==> src/rtl/flag_branch_unit.sv <==
`default_nettype none
// ============================================================================
// Module      : flag_branch_unit
// Description : Architectural {Z,V,N} flag register with per-opcode update
//               mask, in-flight flag-writer tracking and conditional branch
//               resolution that waits until no flag write is outstanding.
// Revision    : 1.0 - initial release
// ============================================================================
module flag_branch_unit #(
    parameter int PEND_MAX = 3,
    parameter int CNT_W    = 2
) (
    input  logic             clk,
    input  logic             rst,
    input  logic             flag_issue,
    output logic             issue_ready,
    input  logic             flag_wr,
    input  logic [2:0]       alu_op,
    input  logic [2:0]       alu_flags,
    output logic [2:0]       flags,
    output logic [CNT_W-1:0] pend_cnt,
    input  logic             br_valid,
    input  logic [2:0]       br_ccc,
    output logic             br_ready,
    output logic             br_taken,
    output logic             br_done
);

    localparam logic [CNT_W-1:0] c_PEND_MAX = CNT_W'(PEND_MAX);
    localparam logic [CNT_W-1:0] c_ONE      = CNT_W'(1);

    typedef enum logic [0:0] {
        S_IDLE = 1'b0,
        S_WAIT = 1'b1
    } state_t;

    state_t           r_state;
    logic [2:0]       r_flags;
    logic [2:0]       r_ccc_q;
    logic [CNT_W-1:0] r_cnt;
    logic             r_br_taken;
    logic             r_br_done;

    logic [2:0]       w_mask;
    logic [2:0]       w_bflags;
    logic             w_inc;
    logic             w_clear;
    logic [CNT_W-1:0] w_cnt_nxt;

    // Resolve a condition code against a {Z,V,N} flag vector.
    function automatic logic f_cond(input logic [2:0] ccc, input logic [2:0] f);
        logic z;
        logic v;
        logic n;
        logic res;
        z = f[2];
        v = f[1];
        n = f[0];
        case (ccc)
            3'd0:    res = ~z;
            3'd1:    res = z;
            3'd2:    res = ~z & ~n;
            3'd3:    res = n;
            3'd4:    res = z | ~n;
            3'd5:    res = n | z;
            3'd6:    res = v;
            default: res = 1'b1;
        endcase
        return res;
    endfunction

    // Per-opcode flag write mask: arithmetic writes all, logic/shift write Z.
    always_comb begin
        w_mask = 3'b000;
        case (alu_op)
            3'd0, 3'd1:             w_mask = 3'b111;
            3'd2, 3'd4, 3'd5, 3'd6: w_mask = 3'b100;
            default:                w_mask = 3'b000;
        endcase
    end

    // Bypassed flags, so a branch sees this cycle's EX flag result.
    assign w_bflags = flag_wr ? ((r_flags & ~w_mask) | (alu_flags & w_mask)) : r_flags;

    assign issue_ready = (r_cnt < c_PEND_MAX);
    assign w_inc       = flag_issue & issue_ready;

    // A same-cycle issue is younger than any branch seen now, so it is
    // excluded from the clear test.
    assign w_clear = (r_cnt == '0) || ((r_cnt == c_ONE) && flag_wr && !flag_issue);

    // Outstanding-writer count: issue and writeback together cancel out.
    always_comb begin
        w_cnt_nxt = r_cnt;
        if (w_inc && !flag_wr) begin
            w_cnt_nxt = r_cnt + c_ONE;
        end else if (flag_wr && !w_inc && (r_cnt != '0)) begin
            w_cnt_nxt = r_cnt - c_ONE;
        end
    end

    // Flag register and pending counter.
    always_ff @(posedge clk or posedge rst) begin
        if (rst) begin
            r_flags <= 3'b000;
            r_cnt   <= '0;
        end else begin
            r_flags <= w_bflags;
            r_cnt   <= w_cnt_nxt;
        end
    end

    // Branch FSM: resolve immediately when clear, otherwise park in WAIT.
    always_ff @(posedge clk or posedge rst) begin
        if (rst) begin
            r_state    <= S_IDLE;
            r_ccc_q    <= 3'b000;
            r_br_taken <= 1'b0;
            r_br_done  <= 1'b0;
        end else begin
            r_br_done <= 1'b0;
            case (r_state)
                S_IDLE: begin
                    if (br_valid) begin
                        if (w_clear) begin
                            r_br_done  <= 1'b1;
                            r_br_taken <= f_cond(br_ccc, w_bflags);
                        end else begin
                            r_ccc_q <= br_ccc;
                            r_state <= S_WAIT;
                        end
                    end
                end
                S_WAIT: begin
                    if (w_clear) begin
                        r_br_done  <= 1'b1;
                        r_br_taken <= f_cond(r_ccc_q, w_bflags);
                        r_state    <= S_IDLE;
                    end
                end
                default: r_state <= S_IDLE;
            endcase
        end
    end

    assign flags    = r_flags;
    assign pend_cnt = r_cnt;
    assign br_ready = (r_state == S_IDLE);
    assign br_taken = r_br_taken;
    assign br_done  = r_br_done;

endmodule
`default_nettype wire
==> config.mk <==
export PLATFORM = sky130hd
export DESIGN_NAME = flag_branch_unit
export DESIGN_NICKNAME = d
export VERILOG_FILES = /design/src/rtl/flag_branch_unit.sv
export SDC_FILE = /design/constraint.sdc
export NUM_CORES = 1
export LEC_CHECK = 0
export CORE_AREA = 3 3 51 53
export DETAILED_ROUTE_END_ITERATION = 12
export DIE_AREA = 0 0 54 56
export PLACE_DENSITY = 0.63
export SLEW_MARGIN = 20
export SYNTH_ARGS = -nofsm -noshare
export SYNTH_HDL_FRONTEND = slang
export SYNTH_SLANG_ARGS = --single-unit
==> constraint.sdc <==
create_clock -name clk -period 2.63 [get_ports clk]
set_clock_uncertainty 0.15 [all_clocks]
set_input_delay 0.526 -clock clk [delete_from_list [all_inputs] [get_ports clk]]
set_output_delay 0.526 -clock clk [all_outputs]
set_load 0.02 [all_outputs]
Word-level counts from Yosys, hierarchy flattened
Cells that the tools add are included.

Flip-flop bits (word level): 11. Bits of input ports: 14. Output and inout bits: 9. Logic and storage cells: 77.

$add $sub $neg: 2. Magnitude comparators: 1. Eq/ne operators: 21. Muxes and demuxes: 16. Bitwise operators: 12. Reductions and logical operators: 19.

Operators with widths (number): $eq 3x3->1 const B (9); $eq 3x2->1 const B (5); $pmux 1 s7 (2); $eq 3x1->1 const B (3); $logic_not 3->1 (3); $mux 1 (7); $and 3x3->3 (2); $pmux 1 s2 (3); $pmux 3 s2 (1); $reduce_and 3->1 (2); $logic_and 1x1->1 (5); $mux 2 (2); $ne 2x1->1 const B (2); $not 1->1 (4); $reduce_bool 2->1 (2); $reduce_or 4->1 (1); $logic_not 1->1 (3); $mux 3 (1); $not 3->3 (1); $or 3x3->3 (1); $add 2x1->2 const B (1); $and 1x1->1 (2); $eq 2x1->1 const B (1); $logic_not 2->1 (1); 6 further kinds (7).

Depth between registers and ports, before layout
Gate-level depths: netlist of the first run.

Word-level depth: 13. Depth in mapped cells: 7. Mapped depth without buffers: 7.

Least setup slack after synthesis of the first run
No wires, ideal clock.

Kind: input to register. From: in alu_op[1]. To: reg r_br_taken (netlist: br_taken). Library setup time: 0.133 ns. Arrival time: 1.914 ns. Data required time: 2.347 ns. Setup slack: 0.432 ns. Stages: 5. Path buffers: 0. Cell sequence: or3b_4 a21o_4 o31a_1 a2111oi_1 o31ai_1.

Longest elaborated chain between the ends: 13. Elaborated cells between the ends (all ways): 25. Classes of those cells: eq/ne: 5; mux: 8; bitwise: 9; reduce/logical: 3.

RTL lines: start: declaration (line 18) `input logic [2:0] alu_op,`; $eq 3x2->1, or another cell as far along (line 75) `case (alu_op)`; $reduce_or 4->1 or $reduce_or 2->1 (tied branches) (line 75); $pmux 3 s2 * (line 75); $not 3->3 (line 83) `assign w_bflags = flag_wr ? ((r_flags & ~w_mask) | (alu_flags & w_mask)) : r_flags;`; $and 3x3->3 (line 83); $or 3x3->3 * (line 83); $mux 3 * (line 83); via w_bflags[0] (line 45) `logic [2:0] w_bflags;`; $not 1->1 (line 62, 64); $or 1x1->1 or $and 1x1->1 (tied branches) (line 64, 62); $pmux 1 s7 (line 59) `case (ccc)`; $mux 1 (line 125) `if (w_clear) begin`; $mux 1 (line 124) `if (br_valid) begin`; $pmux 1 s2 * (line 122) `case (r_state)`; end signal: assignment (line 127) `r_br_taken <= f_cond(br_ccc, w_bflags);`; end signal: assignment (line 137) `r_br_taken <= f_cond(r_ccc_q, w_bflags);`; end: declaration (line 41) `logic r_br_taken;`.

The timed path passes the listed nets; every way through them passes the cells marked *. The select of a mux whose other input is x is not followed. A chain may end at the register's enable or synchronous reset.

Worst setup path after layout of the first run
From: in flag_wr. To: reg r_br_taken (netlist: br_taken).

Longest elaborated chain between the ends: 7. Elaborated cells between the ends (all ways): 18. Classes of those cells: eq/ne: 2; mux: 7; bitwise: 5; reduce/logical: 4.

RTL lines: start: declaration (line 17) `input logic flag_wr,`; $mux 3 * (line 83); via w_bflags[0] (line 45); $not 1->1 (line 62, 64); $or 1x1->1 or $and 1x1->1 (tied branches) (line 64, 62); $pmux 1 s7 (line 59); $mux 1 (line 125); $mux 1 (line 124); $pmux 1 s2 * (line 122).

Marked as above.

==> metrics.md, run 1 <==
| Metric | Value |
|---|---|
| Synth unique cells | `27` |
| Status | `finished clean` |
| Vias in the first global route | `606` |
| GR Overflow Total | `0` |
| Largest stage delay, worst path | `0.48 ns` |
| Ant. Diodes | `0` |
| Hold-fix buffers, CTS | `0` |
| Critical Path End | `br_taken` |
| Max IR drop VDD | `0.3910 mV` |
| Worst hold stages | `2` |
| Row cnt | `17` |
| Synth area leaders | `dfrtp_1 40%, ha_1 5.5%, inv_1 5.5%, a221oi_1 5.1%, a2111oi_0 3.8%` |
| Cts bufs inserted | `3` |
| Max_cap viols | `0` |
| Pleak | `~0.44 nW` |
| Avg Vias per Cell | `between 4 and 5` |
| FF-to-FF Start | `pend_cnt[0]` |
| Post-Synthesis Cells | `70` |
| Synth warn | `0` |
| H-tree lvl count | `1` |
| Chip height | `about 56 um` |
| Power Density | `887.1 nW/um^2` |
| Die area | `3024 um^2` |
| Area after DPL | `between 900 and 1000 um^2` |
| Critical R2R Capture | `r_ccc_q[0]` |
| Final setup fails | `0` |
| CTS max path bufs | `2` |
| DRT iter0 DRCs | `7` |
| First-pass GRT wire length | `approximately 2600 um` |
| Metal2 WL | `731 um` |
| FILL cells | `about 210` |
| Clk sinks | `11` |
| GR Util All Layers | `0.1187` |
| Routed wire length | `about 1600 um` |
| Worst Max-Slew Pin Slew | `between 0.4 and 0.5 ns` |
| Crit-path cells | `clkdlybuf4s50_1 > or3b_4 > a21o_4 > o31a_1 > a2111oi_0 > o31ai_1` |
| Clock latency on the worst-skew pair | `about 0.28 ns` |
| Drt pass-1 iters | `4` |
| Worst EP arrival | `2.43 ns` |
| CP startpoint kind | `primary input` |
| WS Path Type | `in2reg` |
| Synth Net Count | `slightly below 90` |
| Crit. Startpoint | `flag_wr` |
| Mapped cell area | `683.2 um^2` |
| Die X-Extent | `54 um` |
| Synth-to-layout area growth | `46.70%` |
| Min cycle time layout | `~2.4 ns` |
| RSZ-0062 raised after global routing | `false` |
| Max frequency | `about 410 MHz` |
| GP Congestion | `0.8137` |
| Slew HR | `0.7147` |
| Crit path depth | `6` |
| Dpl hpwl | `1234 um` |
| Worst slack, placed | `-0.1191 ns` |
| CP max-delay cell | `clkdlybuf4s50_1` |
| Initial antenna violation count | `0` |
| DRC Markers | `0` |
| Top Family by Delay on Critical Path | `compound AO/OA/AOI/OAI gates` |
| Cell type with the largest total area after synthesis | `dfrtp_1` |
| Reg2reg path depth | `5` |
| CTS resizes | `0` |
| Final Instance Area | `1002 um^2` |
| Initial core utilization | `0.3118` |
| Ports | `23` |
| Final setup margin | `0.1946 ns` |
| Core Area | `2191 um^2` |
| Flop and latch count out of synthesis | `11` |
| DR WL met3 | `~120 um` |
| CTS Root Cell | `clkbuf_4` |
| DR top layer | `met4` |
| CP bufs+invs | `1` |
| Critical path fanouts, max | `7` |
| Worst setup EP type | `flop` |
| Port buffer count | `22` |
| Reg clk slew, reported paths | `around 0.060 ns` |
| Fin crit share | `0.9260` |
| HP Class | `reg2reg` |
| Yosys top cell area share | `0.4029` |
| Worst path required time | `between 2 and 3 ns` |
| Worst R2R Setup Slack | `0.81 ns` |
| Layout cells sized above 1 | `0.1386` |
| Sequential fraction of the synthesis area | `0.4029` |
| Pin count of the biggest net entering global routing | `12` |
| Final #Nets | `119` |
| Max Transition Viols Final | `0` |
| Total number of vias | `640` |
| CTS tree | `done` |
| Metal1 wirelength | `679 um` |
| Antenna Nets Post-Route | `0` |
| WL/cell | `12.10 um` |
| Mean area per synthesized cell | `approximately 10 um^2` |
| Post CTS Setup Buffer Count | `0` |
| Most frequent cells in the layout | `22 x clkdlybuf4s50_1, 11 x dfrtp_1, 10 x inv_1, 6 x nand2_1` |
| Hold Vio Cnt, Final | `0` |
| Commonest non-fill, non-tap cell in the layout | `clkdlybuf4s50_1` |
[power by group]
part           switching (W)  leakage, nW  total [W]  internal [W]
clock              0.0000593       0.0150   0.000118     0.0000589
sequential         0.0000664        0.134   0.000305      0.000239
combinational       0.000234        0.290   0.000466      0.000232
total               0.000359        0.438   0.000889      0.000530
[area by class of cell]
cell class	count	area, um^2	area share
multi-input cells	49	370.4	0.3695
clock buffers	4	26.28	0.02622
repair buffers	27	257.7	0.2572
inverters	10	37.54	0.03745
flip-flops and latches	11	275.3	0.2747
well taps	28	35.03	0.03496
[logic make-up after synthesis]
logic type	Yosys count	synth area share
and+or+nand+nor	17	0.1392
buffers and inverters	10	0.05495
xor gates and xnor gates	1	0.01282
AOI/OAI and AO/OA	25	0.2894
muxes	3	0.04579
DFF	11	0.4029
adders and majority gates	3	0.05495
[registers in the layout, indices dropped and copies added, names as in the netlist]
signal / count
br_done: 1
br_taken: 1
flags: 3
pend_cnt: 2
r_ccc_q: 3
r_state: 1
[Yosys cell counts, drive strengths merged]
| library cell | instances |
|---|---|
| nor2b | 1 |
| mux2 | 1 |
| or3b | 1 |
| o21ai | 5 |
| xnor2 | 1 |
| nor2 | 4 |
| dfrtp | 11 |
| nand2b | 2 |
| mux2i | 2 |
| o21bai | 2 |
| a21o | 1 |
| a211oi | 2 |
| and4bb | 1 |
| nor3b | 1 |
| a22o | 1 |
| nand2 | 6 |
| ha | 3 |
| a21bo | 1 |
| o31a | 2 |
| a221oi | 4 |
| inv | 10 |
| a21oi | 1 |
| and2 | 1 |
| a2111oi | 4 |
| o211ai | 1 |
| o31ai | 1 |
[worst min path at each step]
stage                        start  endpoint  slack, ns
after global placement    br_taken  br_taken       0.35
after CTS                 br_taken  br_taken       0.36
after detailed placement  br_taken  br_taken       0.34
after floorplan                rst   br_done       0.23
after global routing           rst  flags[1]       0.40
final                     br_taken  br_taken       0.35
[through the flow]
step,power [W],setup TNS [ns],std cells,hold slack [ns],utilization
after floorplan,0.0005810,0,70,0.2284,-
after global placement,0.0007650,-0.06795,125,0.3478,0.4455
after detailed placement,0.0007787,-0.1191,125,0.3398,0.4455
after CTS,0.0009032,0,129,0.3573,0.4575
after global routing,0.0009680,0,129,0.4044,0.4575
final,0.0008890,0,129,0.3549,0.4575
[per-layer routing]
metal | up-vias | GRT usage
li1 | 318 | -
met1 | 298 | 0.1532
met2 | 22 | 0.1799
met3 | 2 | 0.02413
met4 | 0 | 0.06406
met5 | - | 0
[tightest hold or removal path, stage by stage, from the launching register on]
cell	delay, ns
dfrtp_1	0.36
nand2_1	0.05
o31ai_1	0.06
Note: power is estimated with default switching activity, not from simulation.
==> run 2, diff against run 1 <==
--- a/config.mk
+++ b/config.mk
@@ -6,6 +6,7 @@
 export NUM_CORES = 1
 export LEC_CHECK = 0
 export CORE_AREA = 3 3 51 53
+export CTS_CLUSTER_SIZE = 10
 export DETAILED_ROUTE_END_ITERATION = 12
 export DIE_AREA = 0 0 54 56
 export PLACE_DENSITY = 0.63
==> results of run 2 <==
Final layout, timing and power as in run 1 (identical DEF).
==> run 3, diff against run 2 <==
--- a/config.mk
+++ b/config.mk
@@ -5,11 +5,12 @@
 export SDC_FILE = /design/constraint.sdc
 export NUM_CORES = 1
 export LEC_CHECK = 0
-export CORE_AREA = 3 3 51 53
+export CORE_AREA = 3 3 44 46
 export CTS_CLUSTER_SIZE = 10
 export DETAILED_ROUTE_END_ITERATION = 12
-export DIE_AREA = 0 0 54 56
-export PLACE_DENSITY = 0.63
+export DIE_AREA = 0 0 47 49
+export HOLD_SLACK_MARGIN = 0.12
+export PLACE_DENSITY = 0.8
 export SLEW_MARGIN = 20
 export SYNTH_ARGS = -nofsm -noshare
 export SYNTH_HDL_FRONTEND = slang
==> metrics.md, run 3 (synthesis results as in run 1) <==
| Metric | Value |
|---|---|
| Power Density | `893.1 nW/um^2` |
| Hold_sp | `br_taken` |
| Worst Max-Slew Pin Slew | `0.5104 ns` |
| Setup tns final | `0 ns` |
| Cell-internal power | `0.0005362 W` |
| Final Instance Area | `1007 um^2` |
| Drt pass-1 iters | `4` |
| GP Congestion | `0.9164` |
| Worst setup EP type | `flop` |
| WS Path Type | `in2reg` |
| Worst Hold Endpoint | `br_taken` |
| Worst R2R Setup Slack | `between 0.7 and 0.8 ns` |
| Switching Fraction | `0.4040` |
| Core Area | `1541 um^2` |
| Initial core utilization | `0.4432` |
| FF-to-FF Start | `pend_cnt[0]` |
| Clk sinks | `11` |
| P_sw | `0.0003634 W` |
| Min cycle time layout | `~2.5 ns` |
| Dpl hpwl | `between 1000 and 1500 um` |
| Status | `finished clean` |
| Antenna Nets Post-Route | `0` |
| Final setup margin | `0.1262 ns` |
| Max IR drop VDD | `0.5210 mV` |
| DRT iter0 DRCs | `19` |
| CTS resizes | `0` |
| Clock latency on the worst-skew pair | `0.26 ns` |
| Initial antenna violation count | `0` |
| Area after DPL | `968.4 um^2` |
| Row cnt | `14` |
| CTS max path bufs | `2` |
| Fin cells | `118` |
| Hold Vio Cnt, Final | `0` |
| Layout cells sized above 1 | `0.1667` |
| Routed wire length | `1645 um` |
| Final #Nets | `120` |
| Max_cap viols | `0` |
| CTS Root Cell | `clkbuf_4` |
| Reg clk slew, reported paths | `0.06 ns` |
| Avg Vias per Cell | `around 5.6` |
| Ports | `23` |
| Fin crit share | `0.9520` |
| CTS tree | `done` |
| HP Class | `reg2reg` |
| Comb pwr share | `0.538` |
| Port buffer count | `22` |
| GR Util All Layers | `0.1639` |
| Vias in the first global route | `694` |
| Sequential Power Share | `0.340` |
| Die X-Extent | `~47 um` |
| Chip height | `between 40 and 50 um` |
| First-pass GRT wire length | `2801 um` |
| Worst slack, placed | `-0.1094 ns` |
| DP Cell Count | `114` |
| Die area | `between 2000 and 2500 um^2` |
| CP startpoint kind | `primary input` |
| Commonest non-fill, non-tap cell in the layout | `clkdlybuf4s50_1` |
| Max Transition Viols Final | `0` |
| Critical R2R Capture | `r_ccc_q[0]` |
| Post CTS Setup Buffer Count | `0` |
| H-tree lvl count | `1` |
| Pin count of the biggest net entering global routing | `12` |
| Ant. Diodes | `0` |
| Reg2reg path depth | `5` |
| Slew HR | `0.6589` |
| Critical path fanouts, max | `5` |
| Worst EP arrival | `2.53 ns` |
| Worst hold stages | `2` |
| Most frequent cells in the layout | `22 x clkdlybuf4s50_1, 11 x dfrtp_1, 10 x inv_1, 6 x nand2_1, 6 x buf_4` |
| Pleak | `between 0.4 and 0.5 nW` |
| Clock share of power | `0.122` |
| DRC Markers | `0` |
| Cts bufs inserted | `3` |
| Power after layout | `0.0008996 W` |
| Synth-to-layout area growth | `47.44%` |
| GR Overflow Total | `0` |
| Max frequency | `399.4 MHz` |
| Final setup fails | `0` |
| Total number of vias | `658` |
| WL/cell | `between 10 and 15 um` |
| Hold-fix buffers, CTS | `0` |
| Worst path required time | `~2.7 ns` |
==> run 3: cell types whose count changed in the layout (fill, tap and decap cells not counted) <==
cell	previous run	this run
a2111oi_2	0	1
buf_4	5	6
a221oi_1	4	3
a221oi_2	0	1
a2111oi_0	3	2
==> run 3: per-stage QoR <==
stage / hold slack (ns) / util
global placement: 0.3389 / 0.6282
CTS: 0.3458 / 0.6453
global route: 0.3581 / 0.6534
detailed placement: 0.3260 / 0.6282
floorplan: 0.2284 / -
finish: 0.3451 / 0.6534
==> run 3: worst max-delay path, stage by stage <==
cell	delay, ns
clkdlybuf4s50_1	0.50
or3b_4	0.39
a21o_4	0.24
a2111oi_1	0.54
a2111oi_2	0.09
o31ai_1	0.24
==> run 3: routing by layer <==
| metal | vias up | wire length [um] | global-route usage | part of all wire |
|---|---|---|---|---|
| li1 | 325 | - | - | - |
| met1 | 300 | 694 | 0.2009 | 0.42 |
| met2 | 24 | 763 | 0.2534 | 0.46 |
| met3 | 9 | 123 | 0.02583 | 0.075 |
| met4 | 0 | 63 | 0.1060 | 0.038 |
| met5 | - | 0 | 0 | 0 |
==> run 3: worst max-delay path by stage <==
stage | end | depth (start not counted) | startpoint | slack [ns]
4_1_cts | br_taken | 7 | flag_wr | 0.18
3_3_place_gp | br_taken | 6 | flag_wr | -0.08
6_report | br_taken | 6 | flag_wr | 0.13
2_1_floorplan | br_taken | 5 | alu_op[1] | 0.43
5_1_grt | br_taken | 7 | flag_wr | -0.01
3_5_place_dp | br_taken | 7 | flag_wr | -0.11
==> run 3: cell type report <==
| class | count | area (um^2) |
|---|---|---|
| Tap cell | 16 | 20.02 |
| Inverter | 10 | 37.54 |
| Clock buffer | 4 | 26.28 |
| Sequential cell | 11 | 275.3 |
| Timing Repair Buffer | 28 | 265.3 |
| Fill cell | 132 | 534.3 |
| Multi-Input combinational cell | 49 | 382.9 |
==> run 3: power groups by stage <==
stage	sequential, W	combinational [W]	clock, W
3_5_place_dp	0.000306	0.000478	0
3_3_place_gp	0.000304	0.000464	0
5_1_grt	0.000319	0.000540	0.000124
4_1_cts	0.000303	0.000483	0.000115
2_1_floorplan	0.000339	0.000243	0
6_report	0.000306	0.000484	0.000110
